--- src/rtl/tmds_align_ctrl.sv ---
// tmds_align_ctrl: finds the TMDS word boundary by hunting for runs of control
// tokens, slipping the recovery block's word boundary one bit at a time.
// Optional macro TMDS_ALIGN_INVERT_EN: toggle the channel inversion request
// each time the slip phase wraps 9->0, so the search also covers swapped polarity.
module tmds_align_ctrl #(
  parameter int unsigned CTRL_RUN      = 8,
  parameter int unsigned SEARCH_WINDOW = 4096,
  parameter int unsigned SETTLE_CYCLES = 16,
  parameter int unsigned LOSS_WINDOW   = 2048
) (
  input  logic       clk,
  input  logic       rst,
  input  logic       word_valid,
  input  logic [9:0] tmds_word,
  output logic       bitslip,
  output logic [3:0] phase,
  output logic       locked,
  output logic       lock_lost,
  output logic       invert
);

  localparam int unsigned RUN_W  = $clog2(CTRL_RUN + 1);
  localparam int unsigned WIN_W  = $clog2(SEARCH_WINDOW + 1);
  localparam int unsigned SET_W  = $clog2(SETTLE_CYCLES + 1);
  localparam int unsigned LOSS_W = $clog2(LOSS_WINDOW + 1);

  typedef enum logic [1:0] {
    SEARCH = 2'd0,
    SLIP   = 2'd1,
    SETTLE = 2'd2,
    LOCKED = 2'd3
  } state_t;

  state_t              state, state_nxt;
  logic [RUN_W-1:0]    run_cnt, run_nxt;
  logic [WIN_W-1:0]    win_cnt, win_nxt;
  logic [SET_W-1:0]    settle_cnt, settle_nxt;
  logic [LOSS_W-1:0]   loss_cnt, loss_nxt;
  logic                bitslip_nxt, locked_nxt, lock_lost_nxt, invert_nxt;
  logic [3:0]          phase_nxt;
  logic                is_token;

  // Recognise the four DVI control-period tokens
  always_comb begin
    is_token = 1'b0;
    case (tmds_word)
      10'b1101010100,
      10'b0010101011,
      10'b0101010100,
      10'b1010101011: is_token = 1'b1;
      default:        is_token = 1'b0;
    endcase
  end

  // State register, counters and registered outputs
  always_ff @(posedge clk or posedge rst) begin
    if (rst) begin
      state      <= SEARCH;
      run_cnt    <= '0;
      win_cnt    <= '0;
      settle_cnt <= '0;
      loss_cnt   <= '0;
      bitslip    <= 1'b0;
      phase      <= 4'd0;
      locked     <= 1'b0;
      lock_lost  <= 1'b0;
      invert     <= 1'b0;
    end else begin
      state      <= state_nxt;
      run_cnt    <= run_nxt;
      win_cnt    <= win_nxt;
      settle_cnt <= settle_nxt;
      loss_cnt   <= loss_nxt;
      bitslip    <= bitslip_nxt;
      phase      <= phase_nxt;
      locked     <= locked_nxt;
      lock_lost  <= lock_lost_nxt;
      invert     <= invert_nxt;
    end
  end

  // Next-state, counter and output decode; lock beats window expiry
  always_comb begin
    state_nxt     = state;
    run_nxt       = run_cnt;
    win_nxt       = win_cnt;
    settle_nxt    = settle_cnt;
    loss_nxt      = loss_cnt;
    bitslip_nxt   = 1'b0;
    locked_nxt    = 1'b0;
    lock_lost_nxt = 1'b0;
    phase_nxt     = phase;
    invert_nxt    = invert;

    case (state)
      SEARCH: begin
        if (word_valid) begin
          win_nxt = win_cnt + WIN_W'(1);
          run_nxt = is_token ? run_cnt + RUN_W'(1) : '0;
          if (is_token && (run_cnt == RUN_W'(CTRL_RUN - 1))) begin
            state_nxt  = LOCKED;
            locked_nxt = 1'b1;
            loss_nxt   = '0;
          end else if (win_cnt == WIN_W'(SEARCH_WINDOW - 1)) begin
            state_nxt = SLIP;
          end
        end
      end

      SLIP: begin
        bitslip_nxt = 1'b1;
        state_nxt   = SETTLE;
        settle_nxt  = '0;
        run_nxt     = '0;
        win_nxt     = '0;
        if (phase == 4'd9) begin
          phase_nxt = 4'd0;
`ifdef TMDS_ALIGN_INVERT_EN
          invert_nxt = ~invert;
`else
          invert_nxt = 1'b0;
`endif
        end else begin
          phase_nxt = phase + 4'd1;
        end
      end

      SETTLE: begin
        if (settle_cnt == SET_W'(SETTLE_CYCLES - 1)) begin
          state_nxt = SEARCH;
          run_nxt   = '0;
          win_nxt   = '0;
        end else begin
          settle_nxt = settle_cnt + SET_W'(1);
        end
      end

      LOCKED: begin
        locked_nxt = 1'b1;
        if (word_valid) begin
          if (is_token) begin
            loss_nxt = '0;
          end else if (loss_cnt == LOSS_W'(LOSS_WINDOW - 1)) begin
            loss_nxt      = '0;
            locked_nxt    = 1'b0;
            lock_lost_nxt = 1'b1;
            state_nxt     = SLIP;
          end else begin
            loss_nxt = loss_cnt + LOSS_W'(1);
          end
        end
      end

      default: state_nxt = SEARCH;
    endcase
  end

endmodule

--- config.mk ---
export PLATFORM = sky130hd
export DESIGN_NAME = tmds_align_ctrl
export DESIGN_NICKNAME = d
export VERILOG_FILES = /design/src/rtl/tmds_align_ctrl.sv
export SDC_FILE = /design/constraint.sdc
export NUM_CORES = 1
export LEC_CHECK = 0
export ABC_AREA = 1
export CORE_UTILIZATION = 58
export DETAILED_ROUTE_END_ITERATION = 12
export PLACE_DENSITY = 0.79
export SYNTH_ARGS = -nofsm -noshare
export SYNTH_HDL_FRONTEND = slang
export SYNTH_SLANG_ARGS = --single-unit
--- constraint.sdc ---
create_clock -name clk -period 2.5 [get_ports clk]
set_input_delay 0.375 -clock clk [delete_from_list [all_inputs] [get_ports clk]]
set_output_delay 0.375 -clock clk [all_outputs]
set_load 0.02 [all_outputs]
-- After elaboration in Yosys (flattened, before gate mapping)
Cells that the tools add are included.
- register bits after elaboration: 43
- output and inout bits: 8
- $add $sub $neg: 5
- equality and inequality tests: 20
- multiplexer cells: 36
- reduce and logical (&&, ||, !) cells: 10
- operators by type and width (kind ; count):
    2-to-1 mux 12 bit ; 5
    one-hot mux 13 bit (3 select lines) ; 1
    2-to-1 mux 13 bit ; 2
    one-hot mux 12 bit (2 select lines) ; 1
    equality test 10 bit (second input constant) ; 2
    2-to-1 mux 4 bit ; 4
    2-to-1 mux 2 bit ; 7
    != test 2 bit (second input constant) ; 7
    adder 13 x 1 -> 13 bit (second input constant) ; 1
    equality test 13 x 12 -> 1 bit (second input constant) ; 1
    adder 12 x 1 -> 12 bit (second input constant) ; 1
    equality test 12 x 11 -> 1 bit (second input constant) ; 1
    one-hot mux 4 bit (3 select lines) ; 1
    2-to-1 mux 1 bit ; 11
    equality test 10 x 8 -> 1 bit (second input constant) ; 1
    equality test 10 x 9 -> 1 bit (second input constant) ; 1
    one-hot mux 5 bit (2 select lines) ; 1
    adder 4 x 1 -> 4 bit (second input constant) ; 2
    one-hot mux 2 bit (4 select lines) ; 1
    AND reduction 6 bit ; 1
    adder 5 x 1 -> 5 bit (second input constant) ; 1
    equality test 5 x 4 -> 1 bit (second input constant) ; 1
    2-to-1 mux 5 bit ; 1
    equality test 2 bit (second input constant) ; 2
    other kinds (13) ; 14

-- Logic depth before layout (Yosys ltp)
- depth after elaboration: 7
- depth in mapped cells: 12

-- Worst setup path before layout
Ideal clock, no wire load.
- kind: register to register
- start: reg settle_cnt[0]
- end: reg win_cnt[10]
- library setup time: 64 ps
- data arrival time: 1677 ps
- slack: 759 ps
- cell stages (with the launch flop): 13
- path through: dfrtp_1 -> ha_1 -> nand2_1 -> nor2_1 -> ha_1 -> inv_1 -> nand2_2 -> nand3_4 -> buf_6 -> nor2_4 -> nand3_1 -> a21oi_1 -> o21a_1
- word-level cells in the longest chain between the ends: 3
- ends and longest elaborated chain (what ; RTL line ; source):
    start, declared ; 37 ; logic [SET_W-1:0] settle_cnt, settle_nxt;
    start signal, assigned ; 72 ; settle_cnt <= settle_nxt;
    equality test 5 x 4 -> 1 bit ; 129 ; if (settle_cnt == SET_W'(SETTLE_CYCLES - 1)) begin
    != test 2 bit (no line) ; n/a ;
    AND reduction 3 bit (no line) ; n/a ;
    end signal, assigned ; 71 ; win_cnt <= win_nxt;
    end, declared ; 36 ; logic [WIN_W-1:0] win_cnt, win_nxt;
Every way passes these cells.
A chain may end at the register's enable or synchronous reset.

-- Final worst setup path
- start: reg settle_cnt[0]
- end: reg run_cnt[3]
- word-level cells in the longest chain between the ends: 3
- ends and longest elaborated chain (what ; RTL line ; source):
    equality test 5 x 4 -> 1 bit ; 129 ;
    != test 2 bit (no line) ; n/a ;
    AND reduction 3 bit (no line) ; n/a ;
    end signal, assigned ; 70 ; run_cnt <= run_nxt;
    end, declared ; 35 ; logic [RUN_W-1:0] run_cnt, run_nxt;
Every way passes these cells.

==> metrics.md <==
| Metric | Value |
|---|---|
| Status | `finished clean` |
| Mapped Cells | `roughly 360` |
| Final period utilization | `81.13%` |
| DP Area | `between 2000 and 3000 um2` |
| Pwr dens | `about 560 nW/um2` |
| Final setup fails | `0` |
| Adder-Cell Fraction of Synth Area | `4.566%` |
| Synth Area in XOR/XNOR | `under 10%` |
| Initial Util | `between 60% and 70%` |
| Final wirelength | `about 5.4 mm` |
| Die Wd | `roughly 71 um` |
| Hold endpoint | `win_cnt[0]` |
| Via Count | `about 2,400` |
| CP startpoint kind | `flop` |
| Yosys top cell area share | `about 39%` |
| Slew HR | `~64%` |
| Hold path start | `win_cnt[0]` |
| GRT Util Overall | `23.07%` |
| ANT nets after route | `0` |
| Iteration-0 DRC count of the detailed router | `135` |
| Hpwl dp | `between 3 and 4 mm` |
| Clock buffer count from CTS | `5` |
| CTS clk-pin slew, worst paths | `roughly 0.080 ns` |
| Pin count of the biggest net entering global routing | `44` |
| GRT overflow | `0` |
| Least-Margin Pin Slew | `~0.54 ns` |
| R2R Path Start | `settle_cnt[0]` |
| Count of different cell masters after synthesis | `40` |
| Synth top area cells | `dfrtp_1, nand2_1, inv_1` |
| Crit. End Element | `flop` |
| Post-CTS Hold Buffers | `0` |
| Mean Syn Cell Area | `between 7 and 8 um2` |
| Register area share after synthesis | `around 39%` |
| Die H | `70.74 um` |
| LEAKAGE | `roughly 0.0015 uW` |
| Synth Warn # | `0` |
| Worst Hold Class | `flop to flop` |
| Synth Register Bits | `43` |
| NumNets Final | `about 400` |
| Flop2flop setup slack | `0.47 ns` |
| Compound-Gate Fraction of Synth Area | `between 10% and 20%` |
| First-pass GRT wire length | `approximately 9.3 mm` |
| N_diodes | `0` |
| Peak supply drop | `483.5 uV` |
| Async SR Flop Fraction | `100.0%` |
| CP Data Arrival Time | `between 2 and 2.5 ns` |
| Minimum clock period | `approximately 2 ns` |
| Final Total Pwr | `1724 uW` |
| R2R depth | `10` |
| Core outline area | `roughly 4400 um2` |
| Syn nets | `a little under 400` |
| Layout Skew | `around 0.0043 ns` |
| DR pass1 iterations | `6` |
| Fin. Hold Viols | `0` |
| Die ar. | `5003 um2` |
| Post-synth top cells | `nand2_1, inv_1, nor2_1` |
| Critical path class | `flop to flop` |
| Simple-gate share of the synthesized area | `between 30% and 40%` |
| Prevailing post-synth register cell | `dfrtp_1` |
| Number of global-route vias before repair | `2,203` |
| Mapped cell area | `around 2700 um2` |
| Number of setup buffers added after CTS | `0` |
| Pins Over Slew Limit | `0` |
| Filler cell count | `366` |
| Critical path data required time | `approximately 2.7 ns` |
| Clock sinks | `43` |
| Post-CTS resize count | `0` |
| Wire per inst | `~12 um` |
| Most frequent cell after synthesis | `nand2_1` |
| Setup TNS | `0 ns` |
| RSZ-0062 raised after global routing | `false` |
| Layout cells sized above 1 | `between 10% and 20%` |
| Clock Path Buffers | `2` |
| CTS tree | `yes` |
| Main combinational cell family by area after synthesis | `simple AND/OR/NAND/NOR gates` |
| Synth area leader | `dfrtp_1` |
| Vias/cell | `~5.4` |
| Clock insertion delay at the later pin of the skew report | `just under 0.3 ns` |
| FF-to-FF End | `run_cnt[3]` |
| Io pins | `21` |
| Max Freq | `just under 500 MHz` |
| Antenna violations before repair | `0` |
| Post-synth EDFFs | `0` |
| Finished Cell Area | `roughly 3100 um2` |
| Mux contribution to synthesized area | `0%` |
| Worst Hold Path Cells | `1` |
| Number of port buffers | `19` |
| Max_cap viols | `0` |
| DRC | `0` |
| Clock root cell | `clkbuf_8` |
| Critical Path Fanout Max | `13` |
| H-tree depth | `2` |
| RD Place Congestion | `~0.84` |
| # rows | `24` |
| Area Growth Syn to Fin | `13.06%` |
[registers in the layout, summed over array words and instances, names as in the netlist]
signal and flops:
phase 4, state 2, bitslip 1, lock_lost 1, win_cnt 13, locked 1
loss_cnt 12, run_cnt 4, settle_cnt 5
[cell type report]
type                       count  area, um2  area share, %
clock inverter                 2      60.06          1.939
clock buffer                   6      72.57          2.342
tap                           52      65.06          2.100
inverter                      49      183.9          5.937
multi-input combinational    262       1420          45.84
timing repair buffer          23      220.2          7.108
sequential                    43       1076          34.73
[metrics by stage]
step                      setup WS (ns)  instances  hold slack (ns)  util, %
after floorplan                  0.7586        362           0.4694        -
after global placement           0.4473        429           0.4911    66.72
after detailed placement         0.4094        429           0.4955    66.72
after CTS                        0.4645        437           0.5112    69.71
after global routing             0.1728        437           0.5375    69.71
final                            0.4718        437           0.5073    69.71
[worst max path at each step]
| stage | from | end |
|---|---|---|
| 2_1_floorplan | settle_cnt[0] | win_cnt[10] |
| 3_3_place_gp | tmds_word[8] | loss_cnt[5] |
| 3_5_place_dp | tmds_word[8] | loss_cnt[8] |
| 4_1_cts | settle_cnt[0] | run_cnt[3] |
| 5_1_grt | settle_cnt[0] | win_cnt[9] |
| 6_report | settle_cnt[0] | run_cnt[3] |
[layout by cell type, fill, tap and decap left out, types with 4 or more instances in the layout]
cell type	count
a21oi_1	18
buf_4	4
clkbuf_8	5
clkdlybuf4s50_1	19
dfrtp_1	43
ha_1	10
inv_1	45
nand2_1	78
nand2_2	4
nand3_1	33
nand4_1	12
nor2_1	44
nor3_1	7
o21ai_0	5
o21ai_2	8
xor2_1	8
[kinds of logic after synthesis]
kind of cell    after synthesis
simple gates                196
flops                        43
fa+ha+maj                    10
other cells                   1
buf+inv                      57
xor+xnor                     10
compound gates               45
[metal layers]
layer  vias up  global-route usage [%]  share of wire [%]
li1       1222                       -                  -
met4         0                   7.111                1.2
met3         7                   4.986                2.9
met5         -                       0                  0
met1      1096                   29.05                 47
met2        40                   39.85                 49
[critical path: stages (launching register included)]
cell	delay (ns)
dfrtp_1	0.41
ha_1	0.22
nand2_1	0.09
nor2_1	0.05
ha_1	0.18
inv_1	0.10
nand2_2	0.12
nand3_4	0.22
clkinv_1	0.26
nand2_1	0.17
o31ai_1	0.10
[report_power, final]
part | total (uW) | leakage (uW) | internal [uW] | switching (uW)
sequential | 829 | 0.000562 | 762 | 66.8
combinational | 260 | 0.000835 | 101 | 159
clock | 635 | 0.0000654 | 399 | 236
(Power assumes the default switching activity.)
